--- src/rtl/alu_sched_pkg.sv ---
// rtl/alu_sched_pkg.sv - shared PE indices, width helpers and credit type for the ALU PE scheduler
package alu_sched_pkg;

   localparam int PE_IDX_INT  = 0;
   localparam int PE_IDX_MDV  = 1;
   localparam int PE_IDX_DOT8 = 2;

   localparam int PE_COUNT_DEF = 3;
   localparam int MAX_OUT_DEF  = 4;

   // Select width never collapses to zero, even for a single PE.
   function automatic int sel_w(input int n);
      return (n > 1) ? $clog2(n) : 1;
   endfunction

   function automatic int credit_w(input int max_out);
      return $clog2(max_out + 1);
   endfunction

   localparam int PE_SEL_W = sel_w(PE_COUNT_DEF);

   typedef logic [credit_w(MAX_OUT_DEF)-1:0] credit_t;

endpackage

--- src/rtl/alu_pe_scheduler_if.sv ---
// rtl/alu_pe_scheduler_if.sv - dispatch, PE issue/completion and commit signals of the ALU PE scheduler
interface alu_pe_scheduler_if
   import alu_sched_pkg::*;
#(
   parameter int PE_COUNT = 3,
   parameter int REQ_W    = 64,
   parameter int RSP_W    = 64
) ();

   localparam int SW = sel_w(PE_COUNT);

   logic                      in_valid;
   logic [SW-1:0]             in_pe_sel;
   logic [REQ_W-1:0]          in_data;
   logic                      in_ready;
   logic [PE_COUNT-1:0]       pe_valid;
   logic [REQ_W-1:0]          pe_data;
   logic [PE_COUNT-1:0]       pe_ready;
   logic [PE_COUNT-1:0]       rsp_in_valid;
   logic [PE_COUNT*RSP_W-1:0] rsp_in_data;
   logic [PE_COUNT-1:0]       rsp_in_ready;
   logic                      rsp_out_valid;
   logic [RSP_W-1:0]          rsp_out_data;
   logic [SW-1:0]             rsp_out_pe;
   logic                      rsp_out_ready;
   logic                      busy;
   logic                      sel_err;

   modport master (
      output in_valid, in_pe_sel, in_data, pe_ready, rsp_in_valid, rsp_in_data, rsp_out_ready,
      input  in_ready, pe_valid, pe_data, rsp_in_ready, rsp_out_valid, rsp_out_data, rsp_out_pe,
             busy, sel_err
   );

   modport slave (
      input  in_valid, in_pe_sel, in_data, pe_ready, rsp_in_valid, rsp_in_data, rsp_out_ready,
      output in_ready, pe_valid, pe_data, rsp_in_ready, rsp_out_valid, rsp_out_data, rsp_out_pe,
             busy, sel_err
   );

endinterface

--- src/rtl/alu_pe_rr_arbiter.sv ---
// rtl/alu_pe_rr_arbiter.sv - round-robin arbiter over N requesters; owns the rotating priority pointer
module alu_pe_rr_arbiter
   import alu_sched_pkg::*;
#(
   parameter int N  = 3,
   parameter int IW = sel_w(N)
) (
   input  logic          clk,
   input  logic          rst_n,
   input  logic [N-1:0]  req,
   input  logic          en,
   output logic [N-1:0]  gnt,
   output logic [IW-1:0] gnt_idx
);

   logic [IW-1:0] ptr_q, ptr_d;
   logic          found;

   // Scan from ptr_q upward, wrapping modulo N; first requester wins.
   always_comb begin
      gnt     = '0;
      gnt_idx = '0;
      found   = 1'b0;
      for (int i = 0; i < N; i++) begin
         for (int p = 0; p < N; p++) begin
            if (!found && req[p] && (p == ((int'(ptr_q) + i) % N))) begin
               found   = 1'b1;
               gnt_idx = IW'(p);
               gnt[p]  = en;
            end
         end
      end
   end

   always_comb begin
      ptr_d = ptr_q;
      if (en && found) begin
         ptr_d = (gnt_idx == IW'(N - 1)) ? '0 : gnt_idx + IW'(1);
      end
   end

   always_ff @(posedge clk or negedge rst_n) begin
      if (!rst_n) begin
         ptr_q <= '0;
      end else begin
         ptr_q <= ptr_d;
      end
   end

endmodule

--- src/rtl/alu_pe_scheduler.sv ---
// rtl/alu_pe_scheduler.sv - credit-throttled ALU PE issue plus round-robin registered commit stream
// Optional perf counters enabled by ALU_SCHED_PERF_EN.
module alu_pe_scheduler
   import alu_sched_pkg::*;
#(
   parameter int PE_COUNT = 3,
   parameter int MAX_OUT  = 4,
   parameter int REQ_W    = 64,
   parameter int RSP_W    = 64
) (
   input  logic                clk,
   input  logic                reset,
   alu_pe_scheduler_if.slave   bus
`ifdef ALU_SCHED_PERF_EN
   ,
   output logic [31:0]         perf_credit_stall,
   output logic [31:0]         perf_rsp_stall
`endif
);

   localparam int SW = sel_w(PE_COUNT);
   localparam int CW = credit_w(MAX_OUT);

   logic [CW-1:0]       credit_q [PE_COUNT];
   logic [CW-1:0]       credit_d [PE_COUNT];
   logic                sel_ok;
   logic                in_ready;
   logic [PE_COUNT-1:0] pe_valid;
   logic [PE_COUNT-1:0] issue;
   logic                stall_credit;
   logic                load;
   logic [PE_COUNT-1:0] gnt;
   logic [SW-1:0]       gnt_idx;
   logic [RSP_W-1:0]    win_data;
   logic                busy;

   logic                out_valid_q, out_valid_d;
   logic [RSP_W-1:0]    out_data_q, out_data_d;
   logic [SW-1:0]       out_pe_q, out_pe_d;
   logic                sel_err_q, sel_err_d;

   assign sel_ok = ({{(32-SW){1'b0}}, bus.in_pe_sel} < 32'(PE_COUNT));

   // Issue is pure pass-through; out-of-range selects leave everything deasserted.
   always_comb begin
      in_ready     = 1'b0;
      pe_valid     = '0;
      issue        = '0;
      stall_credit = 1'b0;
      for (int s = 0; s < PE_COUNT; s++) begin
         if (sel_ok && (bus.in_pe_sel == SW'(s))) begin
            in_ready     = bus.pe_ready[s] && (credit_q[s] != '0);
            pe_valid[s]  = bus.in_valid && (credit_q[s] != '0);
            issue[s]     = bus.in_valid && bus.pe_ready[s] && (credit_q[s] != '0);
            stall_credit = bus.in_valid && (credit_q[s] == '0);
         end
      end
   end

   assign load = !out_valid_q || bus.rsp_out_ready;

   alu_pe_rr_arbiter #(
      .N  (PE_COUNT),
      .IW (SW)
   ) u_rr_arb (
      .clk     (clk),
      .rst_n   (reset),
      .req     (bus.rsp_in_valid),
      .en      (load),
      .gnt     (gnt),
      .gnt_idx (gnt_idx)
   );

   always_comb begin
      win_data = '0;
      for (int i = 0; i < PE_COUNT; i++) begin
         if (gnt[i]) begin
            win_data = bus.rsp_in_data[i*RSP_W +: RSP_W];
         end
      end
   end

   // A return in the same cycle as an issue cancels out; a stray return at full credit saturates.
   always_comb begin
      for (int s = 0; s < PE_COUNT; s++) begin
         credit_d[s] = credit_q[s];
         if (issue[s] && !gnt[s]) begin
            credit_d[s] = credit_q[s] - CW'(1);
         end else if (gnt[s] && !issue[s] && (credit_q[s] != CW'(MAX_OUT))) begin
            credit_d[s] = credit_q[s] + CW'(1);
         end
      end
   end

   always_comb begin
      out_valid_d = out_valid_q;
      out_data_d  = out_data_q;
      out_pe_d    = out_pe_q;
      if (load) begin
         out_valid_d = |gnt;
         if (|gnt) begin
            out_data_d = win_data;
            out_pe_d   = gnt_idx;
         end
      end
      sel_err_d = sel_err_q || (bus.in_valid && !sel_ok);
   end

   always_comb begin
      busy = out_valid_q;
      for (int s = 0; s < PE_COUNT; s++) begin
         if (credit_q[s] != CW'(MAX_OUT)) begin
            busy = 1'b1;
         end
      end
   end

   always_ff @(posedge clk or negedge reset) begin
      if (!reset) begin
         for (int s = 0; s < PE_COUNT; s++) begin
            credit_q[s] <= CW'(MAX_OUT);
         end
         out_valid_q <= 1'b0;
         out_data_q  <= '0;
         out_pe_q    <= '0;
         sel_err_q   <= 1'b0;
      end else begin
         for (int s = 0; s < PE_COUNT; s++) begin
            credit_q[s] <= credit_d[s];
         end
         out_valid_q <= out_valid_d;
         out_data_q  <= out_data_d;
         out_pe_q    <= out_pe_d;
         sel_err_q   <= sel_err_d;
      end
   end

`ifdef ALU_SCHED_PERF_EN
   logic [31:0] perf_credit_q, perf_rsp_q;

   always_ff @(posedge clk or negedge reset) begin
      if (!reset) begin
         perf_credit_q <= '0;
         perf_rsp_q    <= '0;
      end else begin
         if (stall_credit) begin
            perf_credit_q <= perf_credit_q + 32'd1;
         end
         if (out_valid_q && !bus.rsp_out_ready) begin
            perf_rsp_q <= perf_rsp_q + 32'd1;
         end
      end
   end

   assign perf_credit_stall = perf_credit_q;
   assign perf_rsp_stall    = perf_rsp_q;
`else
   logic unused_stall;
   assign unused_stall = stall_credit;
`endif

   assign bus.in_ready      = in_ready;
   assign bus.pe_valid      = pe_valid;
   assign bus.pe_data       = bus.in_data;
   assign bus.rsp_in_ready  = gnt;
   assign bus.rsp_out_valid = out_valid_q;
   assign bus.rsp_out_data  = out_data_q;
   assign bus.rsp_out_pe    = out_pe_q;
   assign bus.busy          = busy;
   assign bus.sel_err       = sel_err_q;

endmodule
--- src/flat_wrapper.sv ---
// flat-port wrapper written by rule: the top's interface ports become plain ports
module alu_pe_scheduler_flat import alu_sched_pkg::*;
#(
   parameter int PE_COUNT = 3,
   parameter int MAX_OUT  = 4,
   parameter int REQ_W    = 64,
   parameter int RSP_W    = 64
)
  (clk, reset, bus_in_valid, bus_in_pe_sel, bus_in_data, bus_pe_ready, bus_rsp_in_valid, bus_rsp_in_data, bus_rsp_out_ready, bus_in_ready, bus_pe_valid, bus_pe_data, bus_rsp_in_ready, bus_rsp_out_valid, bus_rsp_out_data, bus_rsp_out_pe, bus_busy, bus_sel_err);
  alu_pe_scheduler_if #(.PE_COUNT(PE_COUNT), .REQ_W(REQ_W), .RSP_W(RSP_W)) bus_i ();
  input  logic clk;
  input  logic reset;
  input wire logic [$bits(bus_i.in_valid)-1:0] bus_in_valid;
  input wire logic [$bits(bus_i.in_pe_sel)-1:0] bus_in_pe_sel;
  input wire logic [$bits(bus_i.in_data)-1:0] bus_in_data;
  input wire logic [$bits(bus_i.pe_ready)-1:0] bus_pe_ready;
  input wire logic [$bits(bus_i.rsp_in_valid)-1:0] bus_rsp_in_valid;
  input wire logic [$bits(bus_i.rsp_in_data)-1:0] bus_rsp_in_data;
  input wire logic [$bits(bus_i.rsp_out_ready)-1:0] bus_rsp_out_ready;
  output wire logic [$bits(bus_i.in_ready)-1:0] bus_in_ready;
  output wire logic [$bits(bus_i.pe_valid)-1:0] bus_pe_valid;
  output wire logic [$bits(bus_i.pe_data)-1:0] bus_pe_data;
  output wire logic [$bits(bus_i.rsp_in_ready)-1:0] bus_rsp_in_ready;
  output wire logic [$bits(bus_i.rsp_out_valid)-1:0] bus_rsp_out_valid;
  output wire logic [$bits(bus_i.rsp_out_data)-1:0] bus_rsp_out_data;
  output wire logic [$bits(bus_i.rsp_out_pe)-1:0] bus_rsp_out_pe;
  output wire logic [$bits(bus_i.busy)-1:0] bus_busy;
  output wire logic [$bits(bus_i.sel_err)-1:0] bus_sel_err;
  assign bus_i.in_valid = bus_in_valid;
  assign bus_i.in_pe_sel = bus_in_pe_sel;
  assign bus_i.in_data = bus_in_data;
  assign bus_i.pe_ready = bus_pe_ready;
  assign bus_i.rsp_in_valid = bus_rsp_in_valid;
  assign bus_i.rsp_in_data = bus_rsp_in_data;
  assign bus_i.rsp_out_ready = bus_rsp_out_ready;
  assign bus_in_ready = bus_i.in_ready;
  assign bus_pe_valid = bus_i.pe_valid;
  assign bus_pe_data = bus_i.pe_data;
  assign bus_rsp_in_ready = bus_i.rsp_in_ready;
  assign bus_rsp_out_valid = bus_i.rsp_out_valid;
  assign bus_rsp_out_data = bus_i.rsp_out_data;
  assign bus_rsp_out_pe = bus_i.rsp_out_pe;
  assign bus_busy = bus_i.busy;
  assign bus_sel_err = bus_i.sel_err;
  alu_pe_scheduler #(.PE_COUNT(PE_COUNT), .MAX_OUT(MAX_OUT), .REQ_W(REQ_W), .RSP_W(RSP_W)) u_core (.clk(clk), .reset(reset), .bus(bus_i));
endmodule
--- config.mk ---
export PLATFORM = sky130hd
export DESIGN_NAME = alu_pe_scheduler_flat
export DESIGN_NICKNAME = d
export VERILOG_FILES = /design/src/rtl/alu_sched_pkg.sv /design/src/rtl/alu_pe_scheduler_if.sv /design/src/rtl/alu_pe_rr_arbiter.sv /design/src/rtl/alu_pe_scheduler.sv /design/src/flat_wrapper.sv
export SDC_FILE = /design/constraint.sdc
export NUM_CORES = 1
export LEC_CHECK = 0
export CAP_MARGIN = 0
export CORE_AREA = 5 5 153 155
export CTS_BUF_LIST = sky130_fd_sc_hd__clkbuf_16
export CTS_CLUSTER_DIAMETER = 30
export DETAILED_ROUTE_END_ITERATION = 10
export DIE_AREA = 0 0 158 160
export GPL_ROUTABILITY_DRIVEN = 0
export PLACE_DENSITY = 0.56
export SLEW_MARGIN = 0
export SYNTH_ARGS = -nofsm -noshare
export SYNTH_HDL_FRONTEND = slang
export SYNTH_SLANG_ARGS = --single-unit
export TNS_END_PERCENT = 100
--- constraint.sdc ---
create_clock -name clk -period 3.75 [get_ports clk]
set_input_delay 0.5625 -clock clk [delete_from_list [all_inputs] [get_ports clk]]
set_output_delay 0.5625 -clock clk [all_outputs]
set_load 0.01 [all_outputs]
Yosys cells after proc, flatten, opt, wreduce, memory -nomap -nowiden
Cells that the tools add are included.
{"block": "classes", "add_sub_neg": 9, "div": 3, "n_lt_le_gt_ge": 1, "n_eq_ne": 12, "muxes": 48, "n_reduce_logical": 73}
{"op": "$mux W64", "count": 3}
{"op": "$eq A2 B32 Y1 const A", "count": 3}
{"op": "$eq A3 B32 Y1 const A", "count": 3}
{"op": "$logic_not A32 Y1", "count": 3}
{"op": "$mod A32 B3 Y32 const B", "count": 2}
{"op": "$logic_and A1 B1 Y1", "count": 43}
{"op": "$mod A3 B3 Y32 const B", "count": 1}
{"op": "$mux W1", "count": 31}
{"op": "$mux W3", "count": 6}
{"op": "$logic_not A1 Y1", "count": 16}
{"op": "$mux W2", "count": 8}
{"op": "$add A3 B1 Y3 const B", "count": 3}
{"op": "$ne A3 B3 Y1 const B", "count": 3}
{"op": "$reduce_bool A3 Y1", "count": 3}
{"op": "$sub A3 B1 Y3 const B", "count": 3}
{"op": "$reduce_bool A2 Y1", "count": 3}
{"op": "$eq A2 B2 Y1 const B", "count": 2}
{"op": "$add A2 B1 Y3 const B", "count": 1}
{"op": "$add A2 B2 Y3 const B", "count": 1}
{"op": "$reduce_or A3 Y1", "count": 1}
{"op": "$add A2 B1 Y2 const B", "count": 1}
{"op": "$eq A2 B1 Y1 const B", "count": 1}
{"op": "$logic_not A2 Y1", "count": 1}
{"op": "$logic_or A1 B1 Y1", "count": 2}
{"op": "2 further kinds", "count": 2}
{"block": "word_totals", "regBits": 79, "inputBits": 268, "out_inout_bits": 140, "wordCells": 154}

Longest topological paths before layout
Gate-level depths: netlist of run 1.
{"block": "logic_depth", "ltp_word": 40, "depth_mapped": 14}

Hierarchy
From an unflattened synthesis of run 1, not the netlist that was laid out.
{"block": "unflattened", "cells_unflattened": 546, "area_unflattened_um2": 5457.7}
{"module": "alu_pe_scheduler", "n_inst": 1, "cells_each": 516, "area_per_inst_um2": 5235.0, "seq_area_each_um2": 1930.6}
{"module": "alu_pe_rr_arbiter", "n_inst": 1, "cells_each": 30, "area_per_inst_um2": 222.7, "seq_area_each_um2": 50.0}

Least setup slack after synthesis of run 1
No wires, ideal clock.
{"block": "synth_timing", "kind": "reg2reg", "from": "reg u_core.u_rr_arb.ptr_q[0]", "to": "reg u_core.credit_q[8] (netlist name)", "setup_time_ps": 83, "t_arrival_ps": 2521, "path_slack_ps": 1146, "path_stages_with_launch": 14, "n_path_buf": 2, "period_less_slack_ps": 2604, "path_cell_list": "dfrtp_1 inv_1 ha_1 a211oi_2 or2_1 buf_6 inv_4 buf_2 nor2_1 inv_1 fa_1 or3_1 mux2i_1 mux2i_1"}
{"block": "synth_via", "elab_chain_len": 31}
{"element": "start, declared", "line_no": "alu_pe_rr_arbiter.sv:16", "source": "logic [IW-1:0] ptr_q, ptr_d;"}
{"element": "start signal, assigned", "line_no": "alu_pe_rr_arbiter.sv:46", "source": "ptr_q <= ptr_d;"}
{"element": "parallel branches: the longest is 27 deep, another holds $mod A32 B3 Y32"}
{"element": "$mux W1 (*)", "line_no": "alu_pe_rr_arbiter.sv:26", "source": "if (!found && req[p] && (p == ((int'(ptr_q) + i) % N))) begin"}
{"element": "via bus_rsp_in_ready[0]", "line_no": "flat_wrapper.sv:23", "source": "output wire logic [$bits(bus_i.rsp_in_ready)-1:0] bus_rsp_in_ready;"}
{"element": "$logic_not A1 Y1 or $logic_and A1 B1 Y1 (tied branches)", "line_no": "alu_pe_scheduler.sv:87, alu_pe_scheduler.sv:89"}
{"element": "$logic_and A1 B1 Y1 (on tied branches)", "line_no": "alu_pe_scheduler.sv:87, alu_pe_scheduler.sv:89"}
{"element": "$mux W3 or $reduce_bool A2 Y1 (tied branches)"}
{"element": "end signal, assigned by index", "line_no": "alu_pe_scheduler.sv:121", "source": "credit_q[s] <= CW'(MAX_OUT);"}
{"element": "end signal, assigned by index", "line_no": "alu_pe_scheduler.sv:129", "source": "credit_q[s] <= credit_d[s];"}
{"element": "end, declared", "line_no": "alu_pe_scheduler.sv:24", "source": "logic [CW-1:0] credit_q [PE_COUNT];"}
Mark *: on every way through the listed nets, which the timed path passes.
A chain may end at the register's enable or synchronous reset.

Final worst setup path of run 1
{"block": "layout_timing", "from": "reg u_core.u_rr_arb.ptr_q[0]", "to": "out bus_rsp_in_ready[2]"}
{"block": "layout_via", "elab_chain_len": 36}
{"element": "parallel branches: the longest is 35 deep, another holds $mod A32 B3 Y32"}
{"element": "$mux W1 (*)", "line_no": "alu_pe_rr_arbiter.sv:26"}
{"element": "end, declared", "line_no": "flat_wrapper.sv:23"}
Mark *: on every way between the ends.

==> results of run 1 <==
## worst max-delay path, cell delays in order (launching register included)
cell and delay (ns):
sky130_fd_sc_hd__dfrtp_1 0.35, sky130_fd_sc_hd__inv_1 0.06, sky130_fd_sc_hd__ha_1 0.35, sky130_fd_sc_hd__or3_1 0.18, sky130_fd_sc_hd__o2111a_4 0.49, sky130_fd_sc_hd__nand2_1 0.20, sky130_fd_sc_hd__inv_1 0.21, sky130_fd_sc_hd__clkdlybuf4s50_1 0.58
## final cells by class
type	count	area [sq um]	share of cell area
Timing Repair Buffer	287	2860	0.368
Inverter	18	72.6	0.00934
Tap cell	280	350	0.0451
Clock inverter	7	65.1	0.00837
Sequential cell	79	1980	0.255
Multi-Input combinational cell	355	2210	0.285
Clock buffer	9	225	0.0290
## metal layers
| layer | wire length, microns | global-route usage |
|---|---|---|
| met1 | 7490 | 0.169 |
| met2 | 9070 | 0.232 |
| met3 | 1860 | 0.0403 |
| met4 | 638 | 0.0675 |
| met5 | 0 | 0 |
## cells in the mapped netlist, types with 2 or more instances
master and instances:
sky130_fd_sc_hd__a211oi_1 2, sky130_fd_sc_hd__buf_4 69, sky130_fd_sc_hd__nor3_1 5, sky130_fd_sc_hd__mux2i_1 6, sky130_fd_sc_hd__a22oi_1 2, sky130_fd_sc_hd__o22ai_1 3
sky130_fd_sc_hd__or2_1 3, sky130_fd_sc_hd__o41ai_1 2, sky130_fd_sc_hd__nor2b_1 2, sky130_fd_sc_hd__nor2_1 71, sky130_fd_sc_hd__inv_4 2, sky130_fd_sc_hd__inv_1 16
sky130_fd_sc_hd__nand2_1 79, sky130_fd_sc_hd__o31ai_1 2, sky130_fd_sc_hd__nand2b_1 2, sky130_fd_sc_hd__dfstp_2 3, sky130_fd_sc_hd__clkbuf_1 8, sky130_fd_sc_hd__buf_2 11
sky130_fd_sc_hd__a221oi_2 20, sky130_fd_sc_hd__o21ai_0 6, sky130_fd_sc_hd__ha_1 2, sky130_fd_sc_hd__fa_1 3, sky130_fd_sc_hd__dfrtp_1 76, sky130_fd_sc_hd__xnor2_1 4
sky130_fd_sc_hd__a221oi_1 44, sky130_fd_sc_hd__buf_6 13, sky130_fd_sc_hd__a21oi_1 71, sky130_fd_sc_hd__or3_1 3
## path summary, 6_finish.rpt
kind                                          endpoint  slack [ns]
max                                bus_rsp_in_ready[2]        0.42
min                           u_core.bus.rsp_out_valid        0.40
max reg2reg                         u_core.credit_q[2]        0.81
min reg2reg                         u_core.bus.sel_err        0.47
max in group asynchronous  u_core.bus.rsp_out_data[38]        2.64
min in group clk                    u_core.bus.sel_err        0.47
## state kept, by name, indices dropped and copies added (netlist names)
signal and flops:
u_core.credit_q 9, u_core.bus.rsp_out_pe 2, u_core.bus.sel_err 1, u_core.bus.rsp_out_data 64, u_core.bus.rsp_out_valid 1, u_core.u_rr_arb.ptr_q 2
## power groups by stage
stage	combinational, mW	clock (mW)	sequential [mW]
after floorplan	1.88	0	1.75
after global placement	3.47	0	1.61
after detailed placement	3.49	0	1.62
after CTS	3.50	0.938	1.61
after global routing	3.75	0.961	1.67
final	3.40	0.887	1.61
## cell families after synthesis
family / Yosys count / synth area share
compound gates: 164 / 0.252
xor+xnor: 4 / 0.00701
fa+ha+maj: 5 / 0.0170
buf+inv: 120 / 0.165
flops: 79 / 0.396
mux: 6 / 0.0120
simple gates: 176 / 0.151
## through the flow
| stage | hold WS [ns] | setup WS [ns] |
|---|---|---|
| floorplan | 0.267 | 1.15 |
| global placement | 0.463 | 0.544 |
| detailed placement | 0.458 | 0.503 |
| CTS | 0.447 | 0.373 |
| global route | 0.486 | 0.248 |
| finish | 0.398 | 0.420 |
## placed cells by master, fill, tap and decap left out, types with 2 or more instances in the layout
cell	netlist	final
sky130_fd_sc_hd__clkdlybuf4s50_1	0	278
sky130_fd_sc_hd__nand2_1	79	79
sky130_fd_sc_hd__dfrtp_1	76	76
sky130_fd_sc_hd__nor2_1	71	71
sky130_fd_sc_hd__a21oi_1	71	71
sky130_fd_sc_hd__a221oi_1	44	44
sky130_fd_sc_hd__a221oi_2	20	20
sky130_fd_sc_hd__inv_1	16	17
sky130_fd_sc_hd__clkbuf_16	0	9
sky130_fd_sc_hd__buf_4	69	8
sky130_fd_sc_hd__o21ai_0	6	6
sky130_fd_sc_hd__mux2i_1	6	6
sky130_fd_sc_hd__nor3_1	5	5
sky130_fd_sc_hd__xnor2_1	4	4
sky130_fd_sc_hd__or3_1	3	3
sky130_fd_sc_hd__or2_1	3	3
sky130_fd_sc_hd__o22ai_1	3	3
sky130_fd_sc_hd__fa_1	3	3
sky130_fd_sc_hd__clkinv_2	0	3
sky130_fd_sc_hd__dfstp_2	3	3
sky130_fd_sc_hd__o31ai_1	2	2
sky130_fd_sc_hd__nand2b_4	1	2
sky130_fd_sc_hd__inv_4	2	2
sky130_fd_sc_hd__o41ai_1	2	2
sky130_fd_sc_hd__a22oi_1	2	2
sky130_fd_sc_hd__a211oi_1	2	2
sky130_fd_sc_hd__ha_1	2	2
==> results.txt, run 1 <==
----------------------------------------------------
[Run status]
  Status ... completed

[Route]
  Number of violations reported at the end of detailed-routing iteration 0 ... 366
  DRT Wirelength ... 19,100 microns
  Detailed-router iteration count before antenna repair ... 4
  Final routed wire length divided by cell count ... 18.4 microns
  DR DRC count ... 0
  Vias post-DR ... 4,822
  Via-to-Cell Ratio ... 4.66
  Detail Route Antenna Nets ... 0

[Clocking]
  Maximum clock path buffer count ... 2
  CTS clk-pin slew, worst paths ... 0.07 ns
  Buffer type at the clock tree root ... sky130_fd_sc_hd__clkbuf_16
  Number of gates given a new drive strength after cts ... 0
  Number of clock sinks seen by CTS ... 79
  Clock latency reported for the late side of the worst-skew pair ... 0.34 ns
  Count of buffers added by post-CTS timing repair for setup ... 0
  Number of levels the H-tree was split into ... 3
  Hold buffer count at CTS ... 0
  Clock tree from TritonCTS ... done
  Number of buffers created by CTS ... 9

[STA]
  Setup tns final ... 0 ns
  Final setup skew ... 0.00826 ns
  Count of pins over their slew limit ... 0
  Transition at the pin with the smallest max-transition slack ... 1.07 ns
  Final worst-path cycle share ... 0.888
  Final hold violations ... 0
  Setup repair after global routing missed its margin ... false
  Clock period minus worst slack ... 3.33 ns
  Final count of negative-setup-slack endpoints ... 0
  Maximum achievable frequency ... 300 MHz
  Worst rel slew slack ... 0.284

[Global route]
  Aggregate global-route resource usage ... 0.141
  Wire length of the first global-routing pass ... 27,700 microns
  Total gr overflow ... 0
  Largest net degree at the start of global routing ... 80
  Via count of the first global-routing pass ... 4,743
  Antenna violations before repair ... 0

[Critical path]
  Reg-to-Reg Start ... u_core.u_rr_arb.ptr_q[0]
  Worst setup path startpoint ... u_core.u_rr_arb.ptr_q[0]
  Crit. End Element ... output port
  Count of cells along the worst register-to-register path ... 9
  CP arrival ... 2.77 ns
  Data required time at the worst endpoint ... 3.19 ns
  Crit start category ... flop
  Critical path start-end classification ... reg -> out
  Crit-path max FO ... 33

[Yosys]
  Average size of a mapped cell ... 9.02 sq um
  Fraction of synthesis flops using an asynchronous set or reset pin ... 1.00
  Main flop type after synthesis ... sky130_fd_sc_hd__dfrtp_1
  Portion of the post-synthesis area used by sequential elements ... 0.396
  Unique masters post-synth ... 52
  Cell accounting for the most synthesized area ... sky130_fd_sc_hd__dfrtp_1
  YS warnings ... 0
  Syn Nets ... 827
  Biggest area contributors in the synthesized netlist ... sky130_fd_sc_hd__dfrtp_1 (38%), sky130_fd_sc_hd__buf_4 (10%), sky130_fd_sc_hd__a221oi_1 (7.7%), sky130_fd_sc_hd__a21oi_1 (7.1%), sky130_fd_sc_hd__a221oi_2 (6.0%)
  Mapped Area ... 0.00500 sq mm
  Count of mapped cells out of synthesis ... 554
  Area share of the largest cell type after synthesis ... 0.381
  Number of enable-type register cells in the synthesized netlist ... 0
  Flop and latch count out of synthesis ... 79

[Pwr]
  Post-layout power ... 5.90 mW
  Clock network fraction of total power ... 0.150
  Power density cells ... 759 mW/mm^2
  Standby leakage power ... 3.01 nW
  IR drop worst, VDD ... 0.000220 V
  Sw Ratio ... 0.412
  Proportion of power drawn by combinational gates ... 0.577
  Switching power of the nets ... 2.43 mW
  Proportion of power drawn by flip-flops and latches ... 0.272
  P_int ... 3.47 mW

[Final layout]
  Non-filler instance count after layout ... 1,035
  Number of nets in the final layout ... 1,023
  Share of the core filled with cells ... 0.358
  Final cell area excluding filler cells ... 0.00777 sq mm
  Number of diodes added for antenna fixing ... 0
  Fraction of layout cells with a size suffix above 1 ... 0.0768
  Fill cell count ... 2,230
  Area growth, synth to finish ... 55.5%

[Floorplan]
  Core Rows ... 54
  Initial cell density of the core ... 0.230
  Die area ... 0.0253 sq mm
  I/O pins ... 408
  Vert. Die Dim ... 160 microns
  Total core area ... 0.0217 sq mm
  Floorplan die width ... 158 microns

[Place]
  Instance area after placement ... 0.00748 sq mm
  Placed cells ... 1,019
  DP Wirelength ... 14,000 microns
  # port buffers ... 279

[Hold path]
  Type of the worst min-delay path ... in -> async

[Flow run]
  Max-cap violations ... 0

----------------------------------------------------
Note: power is estimated with default switching activity, not from simulation.
==> inputs of run 2 (changes only) <==
--- a/config.mk
+++ b/config.mk
@@ -13,6 +13,7 @@
 export DIE_AREA = 0 0 158 160
 export GPL_ROUTABILITY_DRIVEN = 0
 export PLACE_DENSITY = 0.56
+export RECOVER_POWER = 50
 export SLEW_MARGIN = 0
 export SYNTH_ARGS = -nofsm -noshare
 export SYNTH_HDL_FRONTEND = slang
==> run 2 against run 1 <==
Net effect: the run now ends with max-capacitance violations, max-slew violations left; via count up 0.17%; cell count unchanged; sequential power about the same; critical path depth unchanged; clock power about the same; total power down 0.12%; combinational power about the same; sequential cell count unchanged; clock skew about the same; critical path type unchanged.
==> results.txt, run 2 (synthesis results as in run 1) <==
----------------------------------------------------
[Run status]
  Status ... finished with violations
  Violations in the final reports ... max-capacitance violations, max-slew violations

[STA]
  Setup tns final ... 0 ns
  Maximum achievable frequency ... 300 MHz
  Worst rel slew slack ... -0.408
  Count of pins over their slew limit ... 80
  Clock period minus worst slack ... 3.33 ns
  Final count of negative-setup-slack endpoints ... 0
  Setup repair after global routing missed its margin ... false
  Transition at the pin with the smallest max-transition slack ... 2.11 ns
  Final hold violations ... 0
  Worst hold margin ... 0.462 ns
  Final setup skew ... 0.00824 ns
  Final worst-path cycle share ... 0.889

[Final layout]
  Final cell area excluding filler cells ... 0.00777 sq mm
  Number of nets in the final layout ... 1,023
  Most common cell after layout, fill and taps aside ... sky130_fd_sc_hd__clkdlybuf4s50_1
  Flip-flop count of the largest register, all copies and words added ... 64
  Number of diodes added for antenna fixing ... 0
  Fill cell count ... 2,231
  Fraction of layout cells with a size suffix above 1 ... 0.0768
  Share of the core filled with cells ... 0.358
  Area growth, synth to finish ... 55.5%
  Commonest cells after routing, fill and taps aside ... sky130_fd_sc_hd__clkdlybuf4s50_1 (273), sky130_fd_sc_hd__nand2_1 (79), sky130_fd_sc_hd__dfrtp_1 (76)

[Clocking]
  Count of buffers added by post-CTS timing repair for setup ... 0
  Maximum clock path buffer count ... 2
  Number of clock sinks seen by CTS ... 79
  Clock latency reported for the late side of the worst-skew pair ... 0.34 ns
  Number of levels the H-tree was split into ... 3
  Clock tree from TritonCTS ... done
  Number of buffers created by CTS ... 9
  CTS clk-pin slew, worst paths ... 0.07 ns
  Number of gates given a new drive strength after cts ... 0
  Hold buffer count at CTS ... 0
  Buffer type at the clock tree root ... sky130_fd_sc_hd__clkbuf_16

[Floorplan]
  Floorplan die width ... 158 microns
  Total core area ... 0.0217 sq mm
  Vert. Die Dim ... 160 microns
  I/O pins ... 408
  Core Rows ... 54
  Initial cell density of the core ... 0.230
  Die area ... 0.0253 sq mm

[Place]
  Instance area after placement ... 0.00748 sq mm
  # port buffers ... 279
  DP Wirelength ... 14,000 microns

[Route]
  DR DRC count ... 0
  DRT Wirelength ... 19,000 microns
  Final routed wire length divided by cell count ... 18.4 microns
  Via-to-Cell Ratio ... 4.67
  Detail Route Antenna Nets ... 0
  Number of violations reported at the end of detailed-routing iteration 0 ... 361
  Detailed-router iteration count before antenna repair ... 4
  Vias post-DR ... 4,830

[Global route]
  Largest net degree at the start of global routing ... 80
  Aggregate global-route resource usage ... 0.141
  Wire length of the first global-routing pass ... 27,700 microns
  Via count of the first global-routing pass ... 4,743
  Total gr overflow ... 0
  Antenna violations before repair ... 0

[Pwr]
  Post-layout power ... 5.89 mW
  Power density cells ... 758 mW/mm^2
  IR drop worst, VDD ... 0.000219 V
  Standby leakage power ... 3.01 nW

[Hold path]
  Depth of the worst hold-timing path ... 1
  Type of the worst min-delay path ... reg -> reg

[Critical path]
  Most numerous cell on the critical path ... sky130_fd_sc_hd__inv_1
  CP arrival ... 2.77 ns
  Chain of cells forming the critical path ... inv_1 > ha_1 > or3_1 > o2111a_4 > nand2_1 > inv_1 > clkdlybuf4s50_1
  Critical path start-end classification ... reg -> out
  Max stage delay cell, worst path ... sky130_fd_sc_hd__clkdlybuf4s50_1
  Data required time at the worst endpoint ... 3.19 ns
  Crit start category ... flop
  Largest stage delay on the critical path ... 0.58 ns
  Count of cells along the worst register-to-register path ... 9
  Crit. End Element ... output port
  Crit-path max FO ... 33

[Flow run]
  Max-cap violations ... 1

----------------------------------------------------
-- run 2: cell types whose count changed in the layout (fill, tap and decap cells not counted), sizes merged --
cell           delta
clkbuf            +1
buf               -1
clkdlybuf4s50     -5
dlygate4sd3       +5
-- run 2: final cells by class --
cell class,instances,area (sq um),area share
timing repair buffer,287,2860,0.368
inverter,18,72.6,0.00934
clock buffer,9,225,0.0290
sequential,79,1980,0.255
tap,280,350,0.0451
multi-input combinational,355,2210,0.285
clock inverter,7,65.1,0.00837
-- run 2: where the power goes --
part	internal [mW]	switching (mW)
Sequential	1.32	0.284
Clock	0.512	0.378
Combinational	1.63	1.77
Total	3.46	2.43
-- run 2: routing by layer --
| metal | GRT usage | vias to the layer above | wire, microns |
|---|---|---|---|
| li1 | - | 2307 | - |
| met1 | 0.169 | 2285 | 7480 |
| met2 | 0.232 | 198 | 9080 |
| met3 | 0.0403 | 40 | 1850 |
| met4 | 0.0675 | 0 | 636 |
| met5 | 0 | - | 0 |
-- run 2: path summary, 6_finish.rpt --
path	slack, ns	to	from
setup / recovery	0.42	bus_rsp_in_ready[2]	u_core.u_rr_arb.ptr_q[0]
hold / removal	0.46	u_core.bus.sel_err	u_core.bus.sel_err
setup reg to reg	0.81	u_core.credit_q[2]	u_core.u_rr_arb.ptr_q[0]
hold reg to reg	0.46	u_core.bus.sel_err	u_core.bus.sel_err
max in group asynchronous	1.67	u_core.bus.rsp_out_data[38]	reset
min in group asynchronous	0.80	u_core.bus.rsp_out_valid	reset
-- run 2: worst max-delay path, delay by kind of cell, from the launching register on --
kind / cells / cell delay (ns)
adder cells (fa/ha/maj): 1 / 0.35
flip-flops: 1 / 0.35
buffers and inverters: 3 / 0.85
AND/OR/NAND/NOR: 2 / 0.38
AO/OA/AOI/OAI: 1 / 0.49
-- run 2: through the flow --
stage	instances	setup slack [ns]
after floorplan	554	1.15
after global placement	1019	0.544
after detailed placement	1019	0.503
after CTS	1035	0.373
after global routing	1035	0.248
final	1035	0.417
